$ cat config.mk
export PLATFORM = sky130hd
export DESIGN_NAME = phtime_lanes
export DESIGN_NICKNAME = d
export VERILOG_FILES = /design/src/rtl/phtime_pkg.sv /design/src/rtl/phtime_mult.sv /design/src/rtl/phtime_lanes.sv
export SDC_FILE = /design/constraint.sdc
export NUM_CORES = 2
export LEC_CHECK = 0
export BUFFER_PORTS_ARGS = -buffer_cell sky130_fd_sc_hd__buf_4
export CAP_MARGIN = 30
export CORE_MARGIN = 5
export CORE_UTILIZATION = 35
export CTS_BUF_LIST = sky130_fd_sc_hd__clkbuf_8 sky130_fd_sc_hd__clkbuf_16
export CTS_CLUSTER_SIZE = 14
export DETAILED_ROUTE_END_ITERATION = 16
export SLEW_MARGIN = 20
export SYNTH_ARGS = -nofsm -noshare
export SYNTH_HDL_FRONTEND = slang
export SYNTH_SLANG_ARGS = --single-unit
$ cat constraint.sdc
create_clock -name clk -period 92.3 [get_ports clk]
set_clock_uncertainty 0.15 [all_clocks]
set_input_delay 13.845 -clock clk [delete_from_list [all_inputs] [get_ports clk]]
set_output_delay 13.845 -clock clk [all_outputs]
set_load 0.03 [all_outputs]
$ cat src/rtl/phtime_pkg.sv
// Shared defaults and helpers for the multi-lane phase-time generator.
package phtime_pkg;

    localparam int DEF_FWIDTH   = 27;
    localparam int DEF_PWIDTH   = 27;
    localparam int DEF_TWIDTH   = 27;
    localparam int DEF_NLANE    = 4;
    localparam int DEF_MULT_LAT = 3;

    function automatic int clog2(input int value);
        int r;
        for (r = 0; (1 << r) < value; r++) begin
        end
        return r;
    endfunction

    // Lowest bit of lane k inside the packed phase bus.
    function automatic int lane_lsb(input int lane, input int pwidth);
        return lane * pwidth;
    endfunction

endpackage

$ cat src/rtl/phtime_mult.sv
// Truncating FWIDTH x TWIDTH -> PWIDTH multiplier with MULT_LAT register stages.
module phtime_mult #(
    parameter int FWIDTH   = 27,
    parameter int TWIDTH   = 27,
    parameter int PWIDTH   = 27,
    parameter int MULT_LAT = 3
) (
    input  logic              clk,
    input  logic              reset,
    input  logic [FWIDTH-1:0] a,
    input  logic [TWIDTH-1:0] b,
    output logic [PWIDTH-1:0] p
);

    logic [PWIDTH-1:0] stage [MULT_LAT];

    // Only the low PWIDTH bits matter, so the product is formed at that width.
    always_ff @(posedge clk or posedge reset) begin
        if (reset) begin
            for (int i = 0; i < MULT_LAT; i++) begin
                stage[i] <= '0;
            end
        end else begin
            stage[0] <= PWIDTH'(a) * PWIDTH'(b);
            for (int i = 1; i < MULT_LAT; i++) begin
                stage[i] <= stage[i-1];
            end
        end
    end

    assign p = stage[MULT_LAT-1];

endmodule

$ cat src/rtl/phtime_lanes.sv
// NLANE-wide phase generator: phase_k = freq*(NLANE*n + k) + phoff, with shadowed config.
module phtime_lanes
    import phtime_pkg::*;
#(
    parameter int FWIDTH   = DEF_FWIDTH,
    parameter int PWIDTH   = DEF_PWIDTH,
    parameter int TWIDTH   = DEF_TWIDTH,
    parameter int NLANE    = DEF_NLANE,
    parameter int MULT_LAT = DEF_MULT_LAT
) (
    input  logic                    clk,
    input  logic                    reset,
    input  logic [FWIDTH-1:0]       freq,
    input  logic [PWIDTH-1:0]       phoff,
    input  logic                    cfg_stb,
    input  logic                    sync,
    input  logic                    en,
    output logic [NLANE*PWIDTH-1:0] phase,
    output logic                    valid,
    output logic                    running
);

    localparam int LOGN = clog2(NLANE);
    localparam int BUSW = NLANE * PWIDTH;

    if (NLANE < 1 || NLANE > 16 || (1 << LOGN) != NLANE) begin : g_bad_nlane
        $error("phtime_lanes: NLANE must be a power of two in 1..16");
    end
    if (TWIDTH + LOGN < PWIDTH) begin : g_bad_twidth
        $error("phtime_lanes: TWIDTH + log2(NLANE) must be >= PWIDTH");
    end
    if (MULT_LAT < 1) begin : g_bad_lat
        $error("phtime_lanes: MULT_LAT must be >= 1");
    end

    logic [FWIDTH-1:0] sh_freq, act_freq, new_freq;
    logic [PWIDTH-1:0] sh_phoff, new_phoff;
    logic [BUSW-1:0]   c_bus, c_next;
    logic [TWIDTH-1:0] n;
    logic              launch;

    logic              l_tag;
    logic [TWIDTH-1:0] l_n;
    logic [FWIDTH-1:0] l_f;
    logic [BUSW-1:0]   l_c;

    logic [PWIDTH-1:0] prod;
    logic              tag_pipe [MULT_LAT];
    logic [BUSW-1:0]   c_pipe   [MULT_LAT];
    logic [BUSW-1:0]   phase_next;

    assign new_freq  = cfg_stb ? freq  : sh_freq;
    assign new_phoff = cfg_stb ? phoff : sh_phoff;
    assign launch    = running && en && !sync;

    for (genvar k = 0; k < NLANE; k++) begin : g_lane
        assign c_next[lane_lsb(k, PWIDTH) +: PWIDTH] =
            PWIDTH'(new_freq) * PWIDTH'(k) + new_phoff;
        assign phase_next[lane_lsb(k, PWIDTH) +: PWIDTH] =
            (prod << LOGN) + c_pipe[MULT_LAT-1][lane_lsb(k, PWIDTH) +: PWIDTH];
    end

    // Shadow/active config and the time counter; sync restarts the count and never launches.
    always_ff @(posedge clk or posedge reset) begin
        if (reset) begin
            sh_freq  <= '0;
            sh_phoff <= '0;
            act_freq <= '0;
            c_bus    <= '0;
            n        <= '0;
            running  <= 1'b0;
        end else begin
            if (cfg_stb) begin
                sh_freq  <= freq;
                sh_phoff <= phoff;
            end
            if (sync) begin
                act_freq <= new_freq;
                c_bus    <= c_next;
                n        <= '0;
                running  <= 1'b1;
            end else if (launch) begin
                n <= n + TWIDTH'(1);
            end
        end
    end

    // Each launched word carries its own freq and lane constants so a re-sync cannot corrupt it.
    always_ff @(posedge clk or posedge reset) begin
        if (reset) begin
            l_tag <= 1'b0;
            l_n   <= '0;
            l_f   <= '0;
            l_c   <= '0;
        end else begin
            l_tag <= launch;
            if (launch) begin
                l_n <= n;
                l_f <= act_freq;
                l_c <= c_bus;
            end
        end
    end

    phtime_mult #(
        .FWIDTH  (FWIDTH),
        .TWIDTH  (TWIDTH),
        .PWIDTH  (PWIDTH),
        .MULT_LAT(MULT_LAT)
    ) u_mult (
        .clk  (clk),
        .reset(reset),
        .a    (l_f),
        .b    (l_n),
        .p    (prod)
    );

    always_ff @(posedge clk or posedge reset) begin
        if (reset) begin
            for (int i = 0; i < MULT_LAT; i++) begin
                tag_pipe[i] <= 1'b0;
                c_pipe[i]   <= '0;
            end
            phase <= '0;
            valid <= 1'b0;
        end else begin
            tag_pipe[0] <= l_tag;
            c_pipe[0]   <= l_c;
            for (int i = 1; i < MULT_LAT; i++) begin
                tag_pipe[i] <= tag_pipe[i-1];
                c_pipe[i]   <= c_pipe[i-1];
            end
            valid <= tag_pipe[MULT_LAT-1];
            if (tag_pipe[MULT_LAT-1]) begin
                phase <= phase_next;
            end
        end
    end

endmodule
==> run metrics <==
CTS Buffer Depth 3; Min Clock Period, post-route 18,010 ps; Synth Instances 4,177; I/O Buffers ~170; core area 129,000 um^2; routed wire length 118 mm; RSZ-0062 raised after global routing no; crit path from cfg_stb; Vias/cell 4.86; GRT overflow 0; Cell variety after synth 76; I/O Pins 169; mean area per synthesized cell 10.9 um^2; Tcrit/Tclk final 19.5%; Mapped Area 45,600 um^2; sequential fraction of the synthesis area 47.8%; clk_lat worst skew 690 ps; number of placement rows between 100 and 150; First-pass DRT Iterations 5; cts repair resizes 0; Num CTS Buffers 92; final setup margin 74,290 ps; postcts setup bufs 0; number of clock sinks around 870; Reg clk slew, reported paths 60 ps; number of global-route vias before repair 30,800; setup violators final 0; CTS tree done; Die X approximately 370 um; non-filler instance count after layout around 6,200; CTS Root Cell clkbuf_16; Initial DRC Count 2,202; wire length per cell 19.1 um; DIE AREA 137,000 um^2; CTS Hold Bufs 0; Starting Density 35.2%; ys async rst share 100%; CP required 92,700 ps; DR vias 29,900; hold path start c_pipe[272]$_DFF_PP0_; Reg area ~22,000 um^2; dpl cells 5,990; Worst Path Max Fanout 54; initial antenna violation count 10; dpl ws 73,610 ps; Setup Total Neg Slack 0 ps; routability-driven placement congestion ratio 0.879; synthesized net count 4,765; PwrDens around 25 nW/um^2; area occupied by multi-input gates ~22,000 um^2; Final Hold Vio Count 0; Worst Max-Slew Pin Slew 963 ps; first-pass GRT wire length 185 mm; Worst slew margin 35.8%; pin count of the biggest net entering global routing 142; Total GRT Usage 17.4%; Top FF cell, synth dfrtp_1; Pins Over Slew Limit 0; # fillers 12,600; design area 52,200 um^2; synth-to-layout area growth 14.6%; status completed; signal arrival time at the worst endpoint around 18,000 ps; Post-synth EDFFs 0; top achievable clock speed 55.5 MHz; Antenna Nets Post-Route 0; layout cells sized above 1 about an eighth; number of max-cap violations 0; Die Ht 371 um; VDD IR max 0.0000157 V; Hold Crit Class reg -> reg; Synth warnings 0; DP Wirelength between 80 and 90 mm; post-synthesis register bit count between 800 and 900; worst r2r src l_n[1]$_DFFE_PP0P_; Crit Path Category in -> reg; Final Core Density 40.3%; LEAKAGE 25.1 nW; DRC Markers 0; nets 4,933; Worst setup EP type flip-flop; critical path launch point type primary input; Post-DP Area 48,900 um^2; H-tree levels 3
==> cells in the mapped netlist, types with 17 or more instances <==
cell type / number / area (um^2)
o21a_1: 28 / 210
dfrtp_1: 871 / 21800
and2_1: 161 / 1010
a21oi_1: 165 / 826
mux2_2: 167 / 1880
fa_1: 265 / 5310
clkbuf_1: 121 / 454
o21ai_0: 95 / 475
xnor2_1: 155 / 1360
and3_1: 19 / 119
ha_1: 264 / 3300
xor2_1: 70 / 613
inv_1: 338 / 1270
a31oi_1: 17 / 106
a21o_1: 56 / 420
nand3_1: 46 / 230
o21bai_1: 20 / 150
nor3_1: 31 / 155
nor2_1: 273 / 1020
nand2_1: 748 / 2810
a211oi_1: 28 / 210
==> placed cells by master (no fill, tap or decap), types with 21 or more instances in the layout <==
cell type,n
a21o_1,56
buf_4,204
xnor2_1,155
clkbuf_16,92
nand2_1,748
o21a_1,28
a21oi_1,165
o21ai_0,95
and2_1,161
inv_1,355
mux2_2,167
nor2_1,273
fa_1,265
ha_1,264
dfrtp_1,870
xor2_1,70
nor3_1,31
a211oi_1,28
clkbuf_8,21
nand3_1,45
==> routing by layer <==
metal | vias up | part of all wire [%] | GRT usage (%)
met1 | 15000 | 48 | 25.8
met3 | 173 | 5.5 | 2.96
met5 | - | 0.033 | 0
met2 | 757 | 44 | 26.4
li1 | 14000 | - | -
met4 | 6 | 2.4 | 4.41
==> final timing paths <==
kind / endpoint / slack (ps) / cells after the start
max: c_bus[104]$_DFFE_PP0P_ / 74290 / 16
min: c_pipe[164]$_DFF_PP0_ / 190 / 0
max reg2reg: u_mult.stage[78]$_DFF_PP0_ / 84880 / 21
min reg2reg: c_pipe[164]$_DFF_PP0_ / 190 / 0
max in group asynchronous: c_bus[22]$_DFFE_PP0P_ / 75840 / 7
min in group asynchronous: c_pipe[193]$_DFF_PP0_ / 13050 / 2
==> worst max-delay path, stage by stage <==
cell and delay, ps:
buf_4 590, mux2i_1 570, inv_1 280, fa_1 560, ha_1 180, inv_1 80, fa_1 470, nor2b_1 130
o21ai_0 120, a21o_1 220, a211o_1 320, a211o_1 320, a21oi_1 190, nor3_1 80, xnor2_1 120, mux2_2 260
==> state kept, by name, indices dropped and copies added (netlist names) <==
signal and count:
c_bus 106, l_c 106, u_mult.p 25, phase 106, sh_freq 27, act_freq 25
l_tag 1, l_n 25, n 25, l_f 25, c_pipe 318, sh_phoff 27
u_mult.stage 50, tag_pipe 3, valid 1, running 1
==> kinds of logic (layout without fill, tap and decap cells) <==
kind of cell | after synthesis | count (layout) | share of synthesized area [%]
AND/OR/NAND/NOR | 1372 | 1372 | 13.1
flip-flops | 871 | 871 | 47.8
adder cells (fa/ha/maj) | 529 | 529 | 18.9
AO/OA/AOI/OAI | 524 | 524 | 7.45
buffers and inverters | 477 | 720 | 3.95
XOR/XNOR | 225 | 225 | 4.33
multiplexers | 179 | 179 | 4.39
other | 0 | 1 | 0
==> power breakdown <==
group / switching, mW / internal, mW / total (mW)
clock network: 0.157 / 0.228 / 0.385
logic: 0.207 / 0.144 / 0.351
registers: 0.0742 / 0.483 / 0.557
total: 0.438 / 0.856 / 1.29
==> through the flow <==
stage                     total power [mW]  hold WS [ps]
final                                 1.29           190
after global routing                  1.37           199
after CTS                             1.31           191
after detailed placement             0.915           185
after global placement               0.908           182
after floorplan                      0.775           181
==> layout make-up <==
class / count / share of cell area (%)
Antenna cell: 1 / 0.00480
Clock buffer: 113 / 4.97
Clock inverter: 56 / 1.23
Inverter: 339 / 2.46
Multi-Input combinational cell: 2829 / 42.1
Sequential cell: 871 / 41.8
Tap cell: 1742 / 4.18
Timing Repair Buffer: 212 / 3.29
Note: power is estimated with default switching activity, not from simulation.
